`src/rtl/cpu_control_unit.sv`:
```
// Control FSM for the accumulator datapath: start, fetch, decode and execute sequencing,
// datapath strobes, operator Enter handshake and a retired-instruction counter.
module cpu_control_unit #(
    parameter int RESET_CYCLES = 1,
    parameter int CNT_W        = 8
) (
    input  logic             Clock,
    input  logic             Reset,
    input  logic [2:0]       IR,
    input  logic             Aeq0,
    input  logic             Apos,
    input  logic             Enter,
    output logic             DPReset,
    output logic             IRload,
    output logic             PCload,
    output logic             JMPmux,
    output logic             Meminst,
    output logic             MemWr,
    output logic [1:0]       Asel,
    output logic             Aload,
    output logic             Sub,
    output logic             Halt,
    output logic [CNT_W-1:0] InstrCount
);

    localparam int RC_W = (RESET_CYCLES > 1) ? $clog2(RESET_CYCLES) : 1;
    localparam logic [RC_W-1:0] RC_LAST = RC_W'(RESET_CYCLES - 1);

    typedef enum logic [3:0] {
        ST_START,
        ST_FETCH,
        ST_DECODE,
        ST_LOAD,
        ST_STORE,
        ST_ADD,
        ST_SUB,
        ST_INWAIT,
        ST_INLOAD,
        ST_JZ,
        ST_JPOS,
        ST_HALT
    } state_t;

    typedef struct packed {
        logic       dp_reset;
        logic       ir_load;
        logic       pc_load;
        logic       jmp_mux;
        logic       mem_inst;
        logic       mem_wr;
        logic [1:0] asel;
        logic       a_load;
        logic       sub;
        logic       halt;
    } ctrl_t;

    state_t           r_state;
    state_t           w_next;
    ctrl_t            r_ctrl;
    logic [RC_W-1:0]  r_rst_cnt;
    logic [CNT_W-1:0] r_count;
    logic             r_enter_q;
    logic             w_enter_edge;
    logic             w_in_jz;
    logic             w_in_jpos;

    // Strobe pattern for a state; the conditional jump strobes are added combinationally below.
    function automatic ctrl_t decode_ctrl(input state_t s);
        ctrl_t c;
        c = '0;
        case (s)
            ST_START:  c.dp_reset = 1'b1;
            ST_FETCH: begin
                c.ir_load = 1'b1;
                c.pc_load = 1'b1;
            end
            ST_DECODE: c.mem_inst = 1'b1;
            ST_LOAD: begin
                c.asel   = 2'b10;
                c.a_load = 1'b1;
            end
            ST_STORE: begin
                c.mem_inst = 1'b1;
                c.mem_wr   = 1'b1;
            end
            ST_ADD:    c.a_load = 1'b1;
            ST_SUB: begin
                c.a_load = 1'b1;
                c.sub    = 1'b1;
            end
            ST_INLOAD: begin
                c.asel   = 2'b01;
                c.a_load = 1'b1;
            end
            ST_HALT:   c.halt = 1'b1;
            default:   c = '0;
        endcase
        return c;
    endfunction

    assign w_enter_edge = Enter & ~r_enter_q;

    // NOTE: every variable assigned here gets a default first so no latch is inferred.
    always_comb begin
        w_next = r_state;
        case (r_state)
            ST_START:  if (r_rst_cnt == RC_LAST) w_next = ST_FETCH;
            ST_FETCH:  w_next = ST_DECODE;
            ST_DECODE: begin
                case (IR)
                    3'b000:  w_next = ST_LOAD;
                    3'b001:  w_next = ST_STORE;
                    3'b010:  w_next = ST_ADD;
                    3'b011:  w_next = ST_SUB;
                    3'b100:  w_next = ST_INWAIT;
                    3'b101:  w_next = ST_JZ;
                    3'b110:  w_next = ST_JPOS;
                    default: w_next = ST_HALT;
                endcase
            end
            ST_LOAD, ST_STORE, ST_ADD, ST_SUB,
            ST_INLOAD, ST_JZ, ST_JPOS: w_next = ST_FETCH;
            ST_INWAIT: if (w_enter_edge) w_next = ST_INLOAD;
            ST_HALT:   w_next = ST_HALT;
            default:   w_next = ST_START;
        endcase
    end

    // NOTE: sequential state uses non-blocking assignments so all registers see pre-edge values.
    // Strobes are registered from the next state, so they line up with the state register.
    always_ff @(posedge Clock) begin
        if (Reset) begin
            r_state   <= ST_START;
            r_ctrl    <= decode_ctrl(ST_START);
            r_rst_cnt <= '0;
            r_count   <= '0;
            r_enter_q <= 1'b0;
        end else begin
            r_state   <= w_next;
            r_ctrl    <= decode_ctrl(w_next);
            r_enter_q <= Enter;
            if (r_state == ST_START) r_rst_cnt <= r_rst_cnt + RC_W'(1);
            else                     r_rst_cnt <= '0;
            if (r_state == ST_DECODE) r_count <= r_count + CNT_W'(1);
        end
    end

    assign w_in_jz   = (r_state == ST_JZ);
    assign w_in_jpos = (r_state == ST_JPOS);

    assign DPReset    = r_ctrl.dp_reset;
    assign IRload     = r_ctrl.ir_load;
    assign PCload     = r_ctrl.pc_load | (w_in_jz & Aeq0) | (w_in_jpos & Apos);
    assign JMPmux     = r_ctrl.jmp_mux | (w_in_jz & Aeq0) | (w_in_jpos & Apos);
    assign Meminst    = r_ctrl.mem_inst;
    assign MemWr      = r_ctrl.mem_wr;
    assign Asel       = r_ctrl.asel;
    assign Aload      = r_ctrl.a_load;
    assign Sub        = r_ctrl.sub;
    assign Halt       = r_ctrl.halt;
    assign InstrCount = r_count;

endmodule
```
`config.mk`:
```
export PLATFORM = sky130hd
export DESIGN_NAME = cpu_control_unit
export DESIGN_NICKNAME = d
export VERILOG_FILES = /design/src/rtl/cpu_control_unit.sv
export SDC_FILE = /design/constraint.sdc
export NUM_CORES = 1
export LEC_CHECK = 0
export ABC_AREA = 1
export ABC_CLOCK_PERIOD_IN_PS = 1700
export CORE_MARGIN = 4
export CORE_UTILIZATION = 60
export CTS_CLUSTER_SIZE = 40
export DETAILED_ROUTE_END_ITERATION = 8
export DONT_BUFFER_PORTS = 1
export HOLD_SLACK_MARGIN = 0.03
export PLACE_DENSITY = 0.77
export SYNTH_ARGS = -nofsm -noshare
export SYNTH_HDL_FRONTEND = slang
export SYNTH_SLANG_ARGS = --single-unit
```
`constraint.sdc`:
```
create_clock -name Clock -period 1.7 [get_ports Clock]
set_input_delay 0.17 -clock Clock [delete_from_list [all_inputs] [get_ports Clock]]
set_output_delay 0.17 -clock Clock [all_outputs]
set_load 0.1 [all_outputs]
```
# [After elaboration in Yosys (flattened, before gate mapping)]
# Index checks and enable logic that the tools add are counted.
[word_totals] output_inout_bits=19 input_bits=8 regBits=25
[op_classes] reduce_logical=7 n_eq_ne=25 muxes=12 n_addsub=2 bitwise_logic=9
[ops] operator="4-bit by 3-bit equality test with 1-bit output, second input constant" count=7
[ops] operator="4-bit one-hot mux with 7 select lines" count=1
[ops] operator="4-bit equality test, second input constant" count=6
[ops] operator="4-bit one-hot mux with 6 select lines" count=1
[ops] operator="4-bit by 2-bit equality test with 1-bit output, second input constant" count=4
[ops] operator="3-bit equality test, second input constant" count=3
[ops] operator="8-bit by 1-bit adder with 8-bit output, second input constant" count=1
[ops] operator="4-bit by 1-bit equality test with 1-bit output, second input constant" count=2
[ops] operator="4-bit zero test" count=2
[ops] operator="4-bit two-way mux" count=2
[ops] operator="7-bit OR reduction" count=1
[ops] operator="3-bit by 2-bit equality test with 1-bit output, second input constant" count=2
[ops] operator="1-bit two-way mux" count=6
[ops] operator="1-bit OR" count=4
[ops] operator="2-bit one-hot mux with 2 select lines" count=1
[ops] operator="2-bit OR reduction" count=2
[ops] operator="4-bit OR reduction" count=1
[ops] operator="1-bit AND" count=3
[ops] operator="3-bit by 1-bit equality test with 1-bit output, second input constant" count=1
[ops] operator="3-bit zero test" count=1
[ops] operator="2-bit two-way mux" count=1
[ops] operator="1-bit NOT" count=2
[ops] operator="1-bit adder, second input constant" count=1

# [Logic depth before layout (Yosys ltp)]
# Gate-level depths: netlist of run 1.
[logic_depth] ltp_word=7 depth_mapped=11

# [Least setup slack after synthesis of run 1]
# No wires, ideal clock.
[synth_path] path_kind="reg-to-output" start="register r_state[3]" end="output PCload" t_arrival_ns=1.887 stages_incl_launch_ff=6 setup_slack_ns=-0.357 cell_sequence="dfxtp_1 -> inv_1 -> nor2_1 -> nand4_1 -> nand2_1 -> or2_2"
[synth_between] elab_chain_cells=4 word_cells_on_any_way=6 cone_classes="eq/ne (2); bitwise (4)"
[synth_lines] item="start: declaration" line="57" text="state_t r_state;"
[synth_lines] item="start signal: assignment" line="139" text="r_state <= w_next;"
[synth_lines] item="4-bit equality test" line="148" text="assign w_in_jz = (r_state == ST_JZ);"
[synth_lines] item="1-bit AND" line="153" text="assign PCload = r_ctrl.pc_load | (w_in_jz & Aeq0) | (w_in_jpos & Apos);"
[synth_lines] item="1-bit OR" line="153"
[synth_lines] item="1-bit OR (*)" line="153"
[synth_lines] item="end: declaration" line="15" text="output logic PCload,"
# Every way passes the cells marked *; elsewhere a longest branch is shown, timed or not.

# [Worst setup path in the final report of run 1]
[layout_path] start="register r_state[2]" end="output PCload"
# The elaborated chain is that of the path after synthesis.

==> results of run 1 <==
-- cells in the final DEF, fill, tap and decap left out, drive strengths merged --
cell type    instances
xor2                 1
inv                 20
o21ai                4
nand4                3
ha                   1
dfxtp               23
clkinv               2
nand3               13
nor2                29
a21oi                5
nand2               34
and3                 1
dlygate4sd3          2
o211ai               1
buf                 19
or2                  1
nor3                 5
clkbuf               3
-- path summary, 6_finish.rpt --
kind / start / to / slack [ns] / cells past startpoint
worst min-delay path: Reset / DPReset$_SDFF_PP1_ / 0.10 / 2
worst max register to register: r_state[2]$_SDFF_PP0_ / InstrCount[6]$_SDFFE_PP0P_ / 0.24 / 8
worst min register to register: InstrCount[7]$_SDFFE_PP0P_ / InstrCount[7]$_SDFFE_PP0P_ / 0.45 / 1
worst max-delay path: r_state[2]$_SDFF_PP0_ / PCload / 0.08 / 5
-- layout make-up --
class	instances	area, um2
clock buffers	3	22.5
multi-input cells	98	514
clock inverters	1	5.00
flip-flops and latches	23	468
repair buffers	21	175
well taps	16	20.0
fillers	111	293
inverters	21	78.8
-- stage by stage --
stage / util, % / setup TNS, ns / instance area, um2 / cells / hold slack, ns
2_1_floorplan: - / -0.0751 / 1060 / 143 / 0.238
3_3_place_gp: 78.3 / 0 / 1230 / 177 / 0.238
3_5_place_dp: 78.3 / 0 / 1230 / 177 / 0.244
4_1_cts: 81.3 / 0 / 1280 / 183 / 0.0892
5_1_grt: 81.4 / 0 / 1280 / 183 / 0.0989
6_report: 81.4 / 0 / 1280 / 183 / 0.103
-- sequential cells by signal (all words and copies together), names as in the netlist --
register    cells
MemWr           1
IRload          1
r_state         4
Meminst         1
r_rst_cnt       1
DPReset         1
Halt            1
Sub             1
InstrCount      8
Aload           1
r_enter_q       1
Asel            2
-- per-layer routing --
layer | part of all wire, % | track usage, %
met5 | 0 | 0
met3 | 6.4 | 4.52
met2 | 53 | 36.3
met4 | 1.8 | 9.22
met1 | 39 | 23.3
-- power by group --
| part | internal, mW | switching [mW] | total [mW] |
|---|---|---|---|
| Clock | 0.0882 | 0.167 | 0.255 |
| Combinational | 0.290 | 0.916 | 1.21 |
| Sequential | 0.645 | 0.0622 | 0.707 |
| Total | 1.02 | 1.15 | 2.17 |
-- synth_stat cells, drive strengths merged (3+ instances only) --
master and n:
nand2 34, nor2 29, dfxtp 23, inv 20
nand3 13, a21oi 5, nor3 5, o21ai 4
nand4 3
-- logic make-up (layout without fill, tap and decap cells) --
kind of cell,Yosys count,in the layout,synth area share (%)
XOR/XNOR,1,1,0.831
AO/OA/AOI/OAI,10,10,5.34
AND/OR/NAND/NOR,86,86,41.2
buffers and inverters,22,46,7.83
flip-flops,23,23,43.7
adder cells (fa/ha/maj),1,1,1.19
-- repair_timing --
item,in CTS,in global routing
gates resized for setup,0,2
endpoints found under the setup margin,0,2
hold buffers,2,0
hold endpoints to repair,11,0
==> impl_metrics.py, run 1 <==
metrics = {
    "drt": {
        "drt_iter0_drc": 18,
        "dr.pass1.iters": 4,
        "avgRoutedWirePerCell_um": 12.6,
        "vias": 988,
        "ant_nets": 0,
        "via_per_inst": 5.40,
        "drc_errors": 0,
        "drt_wl_total_um": 2310,
    },
    "synthesis": {
        "synthFlopType": "dfxtp_1",
        "postSynthAreaPerCell_um2": 7.38,
        "synthTopCellsByArea": "dfxtp_1 44%, nand2_1 9.3%, nor2_1 6.8%",
        "synth_seq_area_share_pct": 43.7,
        "synth_area_um2": 1050,
        "synth-edff-count": 0,
        "synthArstFlopShare_pct": 0,
        "synth_top_area_share_pct": 43.7,
        "ys_warn_count": 0,
        "netlist.top_cell.by_area": "dfxtp_1",
        "synth-seq-cells": 23,
        "synth_cell_type_count": 25,
        "syn_nets": 152,
        "syn_inst": 143,
    },
    "job": {
        "maxCapViolCount": 0,
    },
    "place": {
        "place_ws_ns": 0.295,
        "gp_congestion": 0.900,
        "port_buffers": 0,
        "hpwl_um": 1830,
    },
    "timing": {
        "max-slew-margin-rel_pct": 66.1,
        "max_freq_mhz": 618,
        "skew_ns": 0.00541,
        "final-setup-viol-count": 0,
        "fin_crit_sh_pct": 95.1,
        "rsz0062_at_grt": "no",
        "worst_pin_slew_ns": 0.507,
        "report.final.slew_viol_count": 0,
        "layout_setup_ws_ns": 0.0829,
        "min_period_ns": 1.62,
        "hold_viol": 0,
    },
    "worst_setup_path": {
        "arrival_ns": 1.45,
        "path_buf_inv": 1,
        "cp-start-kind": "flop",
        "path_class": "reg2out",
        "path_max_fanout": 4,
        "crit_path_cell_trace": "nor2_1 > nand4_1 > nand2_2 > or2_2 > buf_12",
        "critPathMaxStageDelay_ns": 0.41,
        "cp-end-kind": "output port",
        "critPathTopFamily": "simple AND/OR/NAND/NOR gates",
        "crit_required_ns": 1.53,
        "slowest_stage": "dfxtp_1",
    },
    "grt": {
        "first_global_vias": 944,
        "grt_first_pass_wirelength_um": 3970,
        "grt_use_total_pct": 20.6,
        "grt_remaining_overflow": 0,
        "grt_max_degree": 14,
        "antenna_found_initial": 0,
    },
    "die": {
        "die_x_um": 49.9,
        "row_count": 14,
        "io_pins": 27,
        "initial_core_util_pct": 66.9,
        "core_area_um2": 1580,
        "dieArea_um2": 2490,
        "die_height_um": 49.9,
    },
    "clock_network": {
        "cts_max_path_buffers": 2,
        "cts-root-buf": "clkbuf_4",
        "clkSinkCount": 23,
        "cts_made_buffers": 3,
        "postCtsSetupBuffers": 0,
        "clk_latency_ns": 0.32,
        "cts_tree": "built",
        "path_clk_slew_ns": 0.13,
        "htree_levels": 1,
    },
    "run_status": {
        "status": "finished clean",
    },
    "layout": {
        "drive_above_1_share_pct": 32.9,
        "area_growth_pct": 21.7,
        "nets": 177,
        "diodes": 0,
    },
    "power_and_ir_drop": {
        "fin_total_pwr_mw": 2.17,
        "irDropWorstVdd_uv": 1210,
        "power_density_nw_per_um2": 1690,
        "leakagePower_nw": 0.616,
    },
    "hold_path": {
        "hold_class": "in2reg",
    },
}
(Power assumes the default switching activity.)
==> inputs of run 2 (changes only) <==
ABC_CLOCK_PERIOD_IN_PS = 1900   (was 1700)
CORE_UTILIZATION = 64   (was 60)
PLACE_DENSITY = 0.81   (was 0.77)
clock period = 1.9 ns   (was 1.7 ns; I/O delays follow)
==> impl_metrics.py, run 2 (synthesized netlist as in run 1, its figures left out) <==
metrics = {
    "timing": {
        "worst_pin_slew_ns": 0.522,
        "final.setup.tns_ns": 0,
        "fin_crit_sh_pct": 88.5,
        "final-setup-viol-count": 0,
        "skew_ns": 0.00451,
        "report.final.slew_viol_count": 0,
        "max-slew-margin-rel_pct": 65.1,
        "hold_viol": 0,
        "rsz0062_at_grt": "no",
        "min_period_ns": 1.68,
        "max_freq_mhz": 595,
    },
    "clock_network": {
        "cts_resized": 0,
        "clk_latency_ns": 0.32,
        "cts-root-buf": "clkbuf_4",
        "clkSinkCount": 23,
        "postCtsSetupBuffers": 0,
        "cts_hold_buffers": 2,
        "htree_levels": 1,
        "cts_tree": "built",
        "cts_made_buffers": 3,
        "cts_max_path_buffers": 2,
        "path_clk_slew_ns": 0.12,
    },
    "die": {
        "die_height_um": 48.6,
        "dieArea_um2": 2360,
        "die_x_um": 48.6,
        "initial_core_util_pct": 69.2,
        "core_area_um2": 1520,
        "row_count": 14,
        "io_pins": 27,
    },
    "worst_setup_path": {
        "crit_path_cell_trace": "inv_1 > nor2_1 > nand4_1 > nand2_2 > or2_2 > buf_12",
        "cp-start-kind": "flop",
        "path_class": "reg2out",
        "critPathMaxStageDelay_ns": 0.40,
        "path_buf_inv": 2,
        "r2r-start": "r_state[1]$_SDFF_PP0_",
        "arrival_ns": 1.49,
        "crit_required_ns": 1.71,
        "r2r_slack_ns": 0.45,
        "r2r_end": "Aload$_SDFF_PP0_",
        "rr_worst_depth": 11,
        "crit_start": "r_state[3]$_SDFF_PP0_",
        "path_max_fanout": 4,
        "slowest_stage": "dfxtp_1",
        "critPathTopFamily": "simple AND/OR/NAND/NOR gates",
        "cp-end-kind": "output port",
    },
    "place": {
        "dp_cells": 177,
        "gp_congestion": 0.877,
        "placed_cell_area_um2": 1230,
        "hpwl_um": 1720,
        "port_buffers": 0,
    },
    "drt": {
        "ant_nets": 0,
        "drt_iter0_drc": 15,
        "vias": 976,
        "drc_errors": 0,
        "via_per_inst": 5.33,
        "drt_wl_total_um": 2270,
        "dr.pass1.iters": 4,
        "avgRoutedWirePerCell_um": 12.4,
    },
    "power_and_ir_drop": {
        "leakagePower_nw": 0.614,
        "pwr-share-clk_pct": 11.6,
        "swShare_pct": 53.1,
        "pwr-share-comb_pct": 55.9,
        "irDropWorstVdd_uv": 1220,
        "seqPwrFrac_pct": 32.5,
        "power_density_nw_per_um2": 1520,
        "internal-power_uw": 913,
        "netSwitchingPower_mw": 1.03,
        "fin_total_pwr_mw": 1.95,
    },
    "layout": {
        "final_common_cell": "nand2_1",
        "fin_area_um2": 1280,
        "nets": 177,
        "multi_input_area_um2": 514,
        "drive_above_1_share_pct": 30.5,
        "largest_reg_flops": 8,
        "fillers": 99,
        "most-common-layout-cells": "25 x nand2_1, 21 x dfxtp_1, 19 x nor2_1",
        "diodes": 0,
        "regArea_um2": 463,
        "area_growth_pct": 21.2,
        "final_util_pct": 83.9,
        "finalNonFillerCells": 183,
    },
    "hold_path": {
        "hold_end": "DPReset$_SDFF_PP1_",
        "min_from": "Reset",
        "hold_class": "in2reg",
        "hold_path_depth": 2,
    },
    "grt": {
        "grt_use_total_pct": 20.8,
        "grt_remaining_overflow": 0,
        "grt_max_degree": 14,
        "antenna_found_initial": 0,
        "first_global_vias": 993,
        "grt_first_pass_wirelength_um": 4050,
    },
    "job": {
        "maxCapViolCount": 0,
    },
    "run_status": {
        "status": "finished clean",
    },
}
## run 2: cell type report
type | instances | area share (%)
Inverter | 21 | 6.16
Timing Repair Buffer | 21 | 13.7
Sequential cell | 23 | 36.2
Tap cell | 16 | 1.57
Multi-Input combinational cell | 98 | 40.2
Clock inverter | 1 | 0.391
Clock buffer | 3 | 1.76
## run 2: per-stage QoR
step | hold WS (ns) | worst slack, ns
after floorplan | 0.258 | 0.0590
after global placement | 0.257 | 0.570
after detailed placement | 0.260 | 0.507
after CTS | 0.117 | 0.221
after global routing | 0.133 | 0.113
final | 0.121 | 0.219
## run 2: layer usage
layer	share of wire, %	vias to the layer above	GRT usage [%]	wire length (um)
met4	2.3	0	8.07	53
li1	-	499	-	-
met2	51	27	37.6	1160
met3	6.3	7	5.21	143
met1	40	443	22.8	910
met5	0	-	0	0
## run 2: worst max path at each step
stage	slack [ns]	endpoint	cells past startpoint
floorplan	0.06	InstrCount[7]$_SDFFE_PP0P_	6
global placement	0.57	Aload$_SDFF_PP0_	11
detailed placement	0.51	InstrCount[7]$_SDFFE_PP0P_	8
CTS	0.22	PCload	6
global route	0.11	PCload	6
finish	0.22	PCload	6
## run 2: power groups by stage
| stage | Combinational [mW] | Clock, mW | Sequential, mW |
|---|---|---|---|
| after global routing | 1.16 | 0.255 | 0.645 |
| after detailed placement | 1.07 | 0 | 0.641 |
| after global placement | 1.05 | 0 | 0.636 |
| after floorplan | 0.457 | 0 | 1.05 |
| final | 1.09 | 0.226 | 0.633 |
| after CTS | 1.09 | 0.227 | 0.632 |
